File: src/rtl/radar_sync_pkg.sv
// Shared types and default timing constants for the radar sync sequencer.
package radar_sync_pkg;

  typedef enum logic [1:0] {
    IDLE  = 2'd0,
    ARM   = 2'd1,
    PULSE = 2'd2,
    GAP   = 2'd3
  } state_t;

  // Defaults at 12 MHz: 200 us PRI, 40 us pulse, 500 ns switch lead.
  localparam int unsigned PRI_DEF   = 2400;
  localparam int unsigned WIDTH_DEF = 480;
  localparam int unsigned LEAD_DEF  = 6;

endpackage

File: src/rtl/pri_counter.sv
// PRI phase counter and pulse-in-CPI counter with phase strobes for the sequencer.
module pri_counter #(
  parameter int unsigned CNT_W  = 12,
  parameter int unsigned CPI_W  = 8,
  parameter int unsigned LEAD_W = 4
) (
  input  logic              clk,
  input  logic              rst,
  input  logic              clear,
  input  logic              run,
  input  logic [CNT_W-1:0]  pri,
  input  logic [CNT_W-1:0]  width,
  input  logic [LEAD_W-1:0] lead,
  input  logic [CPI_W-1:0]  npulse,
  output logic              end_width_c,
  output logic              lead_pre_c,
  output logic              end_pri_c,
  output logic              last_pulse_c
);

  logic [CNT_W-1:0] pcnt;
  logic [CPI_W-1:0] pnum;
  logic [CNT_W-1:0] lead_at;

  // lead_pre_c marks the cycle just before the lead window so registered outputs land on its first cycle.
  assign lead_at      = pri - CNT_W'(lead) - CNT_W'(1);
  assign end_width_c  = (pcnt == width - CNT_W'(1));
  assign lead_pre_c   = (lead != '0) && (pcnt == lead_at);
  assign end_pri_c    = (pcnt == pri - CNT_W'(1));
  assign last_pulse_c = (pnum == npulse - CPI_W'(1));

  always_ff @(posedge clk) begin
    if (rst || clear) begin
      pcnt <= '0;
      pnum <= '0;
    end else if (run) begin
      if (end_pri_c) begin
        pcnt <= '0;
        pnum <= last_pulse_c ? '0 : pnum + CPI_W'(1);
      end else begin
        pcnt <= pcnt + CNT_W'(1);
      end
    end
  end

endmodule

File: src/rtl/cpi_sequencer.sv
// CPI sequencer: PMT sync pulse train and alternating switch control per coherent processing interval.
module cpi_sequencer
  import radar_sync_pkg::*;
#(
  parameter int unsigned CNT_W  = 12,
  parameter int unsigned CPI_W  = 8,
  parameter int unsigned LEAD_W = 4
) (
  input  logic              sysclk,
  input  logic              btn,
  input  logic              start,
  input  logic              stop,
  input  logic [CNT_W-1:0]  cfg_pri,
  input  logic [CNT_W-1:0]  cfg_width,
  input  logic [LEAD_W-1:0] cfg_lead,
  input  logic [CPI_W-1:0]  cfg_npulse,
  input  logic [CPI_W-1:0]  cfg_ncpi,
  output logic              pmt_sync,
  output logic              sw_ctrl,
  output logic              busy,
  output logic [CPI_W-1:0]  cpi_idx,
  output logic              cpi_done,
  output logic              cfg_err
);

  state_t            state;
  logic [CNT_W-1:0]  pri_q;
  logic [CNT_W-1:0]  width_q;
  logic [LEAD_W-1:0] lead_q;
  logic [CPI_W-1:0]  npulse_q;
  logic [CPI_W-1:0]  ncpi_q;
  logic [LEAD_W-1:0] lead_cnt;
  logic              stop_flag;
  logic              cont_q;

  logic              run;
  logic              end_width;
  logic              lead_pre;
  logic              end_pri;
  logic              last_pulse;
  logic              cfg_bad;
  logic              ending;
  logic              continuing;
  logic [CPI_W-1:0]  idx_next;

  assign run = (state == PULSE) || (state == GAP);

  assign cfg_bad = (cfg_width == '0) || (cfg_width >= cfg_pri) || (cfg_npulse == '0) ||
                   (CNT_W'(cfg_lead) > cfg_pri - cfg_width);

  assign idx_next   = cpi_idx + CPI_W'(1);
  assign ending     = stop_flag || stop || ((ncpi_q != '0) && (idx_next == ncpi_q));
  // With no lead window the decision is taken on the final GAP edge itself.
  assign continuing = (lead_q == '0) ? !ending : cont_q;

  pri_counter #(
    .CNT_W  (CNT_W),
    .CPI_W  (CPI_W),
    .LEAD_W (LEAD_W)
  ) u_pri_counter (
    .clk          (sysclk),
    .rst          (btn),
    .clear        (!run),
    .run          (run),
    .pri          (pri_q),
    .width        (width_q),
    .lead         (lead_q),
    .npulse       (npulse_q),
    .end_width_c  (end_width),
    .lead_pre_c   (lead_pre),
    .end_pri_c    (end_pri),
    .last_pulse_c (last_pulse)
  );

  always_ff @(posedge sysclk) begin
    if (btn) begin
      state     <= IDLE;
      pri_q     <= '0;
      width_q   <= '0;
      lead_q    <= '0;
      npulse_q  <= '0;
      ncpi_q    <= '0;
      lead_cnt  <= '0;
      stop_flag <= 1'b0;
      cont_q    <= 1'b0;
      pmt_sync  <= 1'b0;
      sw_ctrl   <= 1'b0;
      busy      <= 1'b0;
      cpi_idx   <= '0;
      cpi_done  <= 1'b0;
      cfg_err   <= 1'b0;
    end else begin
      cpi_done <= 1'b0;
      if (stop && (state != IDLE)) stop_flag <= 1'b1;

      // Freeze continue/stop at the lead window of the CPI's last PRI and pre-swing the switch.
      if (run && lead_pre && last_pulse) begin
        cont_q <= !ending;
        if (!ending) sw_ctrl <= cpi_idx[0];
      end

      case (state)
        IDLE: begin
          if (start) begin
            if (cfg_bad) begin
              cfg_err <= 1'b1;
            end else begin
              pri_q     <= cfg_pri;
              width_q   <= cfg_width;
              lead_q    <= cfg_lead;
              npulse_q  <= cfg_npulse;
              ncpi_q    <= cfg_ncpi;
              cfg_err   <= 1'b0;
              cpi_idx   <= '0;
              stop_flag <= stop;
              lead_cnt  <= '0;
              cont_q    <= 1'b0;
              sw_ctrl   <= 1'b1;
              busy      <= 1'b1;
              if (cfg_lead == '0) begin
                state    <= PULSE;
                pmt_sync <= 1'b1;
              end else begin
                state    <= ARM;
                pmt_sync <= 1'b0;
              end
            end
          end
        end
        ARM: begin
          if (lead_cnt == lead_q - LEAD_W'(1)) begin
            state    <= PULSE;
            pmt_sync <= 1'b1;
          end else begin
            lead_cnt <= lead_cnt + LEAD_W'(1);
          end
        end
        PULSE: begin
          if (end_width) begin
            state    <= GAP;
            pmt_sync <= 1'b0;
          end
        end
        GAP: begin
          if (end_pri) begin
            if (last_pulse) begin
              cpi_done <= 1'b1;
              cpi_idx  <= idx_next;
              if (continuing) begin
                state    <= PULSE;
                pmt_sync <= 1'b1;
                sw_ctrl  <= ~idx_next[0];
              end else begin
                state     <= IDLE;
                pmt_sync  <= 1'b0;
                sw_ctrl   <= 1'b0;
                busy      <= 1'b0;
                stop_flag <= 1'b0;
              end
            end else begin
              state    <= PULSE;
              pmt_sync <= 1'b1;
            end
          end
        end
        default: state <= IDLE;
      endcase
    end
  end

endmodule
File: config.mk
export PLATFORM = sky130hd
export DESIGN_NAME = cpi_sequencer
export DESIGN_NICKNAME = d
export VERILOG_FILES = /design/src/rtl/radar_sync_pkg.sv /design/src/rtl/pri_counter.sv /design/src/rtl/cpi_sequencer.sv
export SDC_FILE = /design/constraint.sdc
export NUM_CORES = 1
export LEC_CHECK = 0
export ABC_AREA = 1
export CORE_MARGIN = 3
export CORE_UTILIZATION = 60
export CTS_BUF_LIST = sky130_fd_sc_hd__clkbuf_8
export DETAILED_ROUTE_END_ITERATION = 8
export PLACE_DENSITY = 0.91
export SETUP_SLACK_MARGIN = 0.05
export SYNTH_ARGS = -nofsm -noshare
export SYNTH_HDL_FRONTEND = slang
export SYNTH_SLANG_ARGS = --single-unit
File: constraint.sdc
create_clock -name sysclk -period 6 [get_ports sysclk]
set_clock_uncertainty 0.05 [all_clocks]
set_input_delay 1.2 -clock sysclk [delete_from_list [all_inputs] [get_ports sysclk]]
set_output_delay 1.2 -clock sysclk [all_outputs]
set_load 0.005 [all_outputs]
==> results.json <==
{
  "drv_slew": 0,
  "core_area_um2": 10400,
  "finalNonFillerCells": 1213,
  "die_w_um": 110,
  "grt_start_max_net_pins": 74,
  "reg2regPathDepth": 15,
  "clk_path_buf_depth": 2,
  "routed_wl_um": 16500,
  "maxCapViolCount": 0,
  "maxSlewHeadroom": 0.358,
  "outcome": "completed",
  "startpoint_type": "input pin",
  "ys_ff_latch": 85,
  "antenna_found_initial": 0,
  "grt.total_usage": 0.289,
  "hp-start": "cont_q$_SDFF_PP0_",
  "placedCellCount": 1197,
  "fillers": 869,
  "synth_top_area_frac": 0.264,
  "max_freq_mhz": 220,
  "crit_fanout": 73,
  "grt_pass1_wl_um": 27600,
  "htreeDepth": 3,
  "critPathKind": "in -> reg",
  "yosysMostFrequentCell": "nand2_1",
  "postRouteAntennaNets": 0,
  "cp.arrival_ns": 4.82,
  "yosysTopAreaCell": "dfxtp_1",
  "setup_viol": 0,
  "fin_crit_sh": 0.759,
  "cts_root_buf": "clkbuf_8",
  "synth.distinct_cells": 42,
  "yosys-top-cells-area": "dfxtp_1 26%, nand2_1 14%, inv_1 8.2%",
  "whs_endpoint": "cont_q$_SDFF_PP0_",
  "multi_input_area_um2": 4060,
  "hold_buffers": 0,
  "vias": 6679,
  "ios": 61,
  "clk_latency_ns": 0.37,
  "ys_seq_area_frac": 0.264,
  "row_count": 37,
  "hold-path-cell-count": 2,
  "final.setup.tns_ns": 0,
  "worst_pin_slew_ns": 0.960,
  "min_period_ns": 4.56,
  "endpoint_kind": "flip-flop",
  "fp.dieH_um": 110,
  "total_power_uw": 2370,
  "r2r_slack_ns": 3.21,
  "drt_pass1_iterations": 6,
  "syn_inst": 1022,
  "ys.flop_type": "dfxtp_1",
  "syn_to_final_growth_pct": 13.3,
  "r2r_start": "lead_q[0]$_SDFFE_PP0P_",
  "grt_overflow": 0,
  "cts_buffers": 9,
  "grt_pass1_vias": 5983,
  "dp_hpwl_um": 12800,
  "antennaDiodeCount": 0,
  "cts.sinks": 85,
  "drt_iter0_drc": 396,
  "pre_cts_ws_ns": 1.16,
  "hold_viol_final": 0,
  "post-route-util": 0.704,
  "synth_commonest_cells": "247 x nand2_1, 141 x inv_1, 114 x nor2_1",
  "wl_per_cell_um": 13.6,
  "synth_fp_nets": 1105,
  "port_buffers": 60,
  "p_leak_uw": 0.00332,
  "register_area_um2": 1700,
  "hold_path_class": "reg -> reg",
  "cts_resized": 0,
  "drc_errors": 0,
  "avgSynthCellArea_um2": 6.31,
  "tritoncts": "yes",
  "syn-cell-area_um2": 6450,
  "postCtsSetupBuffers": 0,
  "place_congestion": 0.954,
  "setup_ws_ns": 1.44,
  "rsz0062_at_grt": "no",
  "initial_core_util": 0.622,
  "irDropWorstVdd_v": 0.000245,
  "vias_per_cell": 5.51,
  "crit_required_ns": 6.26,
  "fin_nets": 1155,
  "yosysWarnings": 0,
  "worstReg2RegEnd": "sw_ctrl$_SDFF_PP0_",
  "path_clk_slew_ns": 0.09,
  "die_area_um2": 12000,
  "powerDensity_nw_per_um2": 324,
  "final_layout_size_suffix_gt1_frac": 0.0418,
  "synth_edf_count": 0,
  "async_reset_ff_frac": 0
}
[flip-flops by register name (all words and copies together), names as in the netlist]
signal,flops
busy,1
cfg_err,1
cont_q,1
cpi_done,1
cpi_idx,8
lead_cnt,4
lead_q,4
ncpi_q,8
npulse_q,8
pmt_sync,1
pri_q,12
state,2
stop_flag,1
sw_ctrl,1
u_pri_counter.pcnt,12
u_pri_counter.pnum,8
width_q,12
[per-stage QoR]
stage | hold slack, ns | instance area, um^2
2_1_floorplan | 0.386 | 6450
3_3_place_gp | 0.417 | 7110
3_5_place_dp | 0.418 | 7110
4_1_cts | 0.431 | 7300
5_1_grt | 0.467 | 7300
6_report | 0.430 | 7300
[report_power, final]
part / internal [uW] / total [uW] / switching [uW]
Sequential: 657 / 756 / 99.2
Clock: 186 / 400 / 214
Combinational: 477 / 1210 / 735
[kinds of logic (layout without fill, tap and decap cells)]
| family | after synthesis | count (layout) | synth area share |
|---|---|---|---|
| simple gates | 516 | 516 | 0.353 |
| fa+ha+maj | 35 | 35 | 0.0702 |
| buf+inv | 171 | 226 | 0.106 |
| flops | 85 | 85 | 0.264 |
| xor+xnor | 58 | 58 | 0.0788 |
| compound gates | 157 | 157 | 0.128 |
[cell usage in the layout, fill, tap and decap left out, drive strengths merged, types with 19 or more instances in the layout]
cell type and n:
nor3 19, clkdlybuf4s50 60, o21ai 64, xnor2 25, nand3 83, dfxtp 85, a21oi 81, nand4 19
ha 33, inv 145, nor2 121, xor2 33, nand2 253
[layout make-up]
type / count / area share
Sequential cell: 85 / 0.233
Clock buffer: 12 / 0.0226
Tap cell: 136 / 0.0233
Timing Repair Buffer: 62 / 0.0843
Multi-Input combinational cell: 766 / 0.556
Clock inverter: 4 / 0.00411
Inverter: 148 / 0.0764
[worst max-delay path by stage]
stage                      start                endpoint  slack, ns  cells after the start
floorplan             cfg_pri[0]  ncpi_q[0]$_SDFFE_PP0P_       2.43                     20
detailed placement  cfg_width[2]      sw_ctrl$_SDFF_PP0_       1.16                     21
global placement    cfg_width[2]   pri_q[0]$_SDFFE_PP0P_       1.34                     20
CTS                 cfg_width[2]   pri_q[0]$_SDFFE_PP0P_       1.54                     20
finish              cfg_width[2]   pri_q[0]$_SDFFE_PP0P_       1.44                     20
global route        cfg_width[2]   pri_q[1]$_SDFFE_PP0P_       1.16                     22
[metal layers]
metal	track usage	vias to the layer above	wire length, um
met5	0	-	0
met4	0.0971	0	425
met3	0.0546	33	971
met2	0.473	214	7680
met1	0.382	3042	7420
li1	-	3390	-
[critical path: stages]
cell	delay (ns)
clkdlybuf4s50_1	0.53
inv_1	0.06
ha_1	0.35
nand2_1	0.09
o21ai_1	0.27
xor2_1	0.13
ha_1	0.31
nand2_1	0.05
inv_1	0.07
nand2_1	0.05
nand2_1	0.05
nand2_1	0.05
nor2_1	0.08
nand3_1	0.07
nor2_1	0.11
nand4_1	0.17
nand4_1	0.14
buf_4	0.56
o21ai_0	0.30
a21oi_1	0.17
Power figures use the tool's default switching activity.
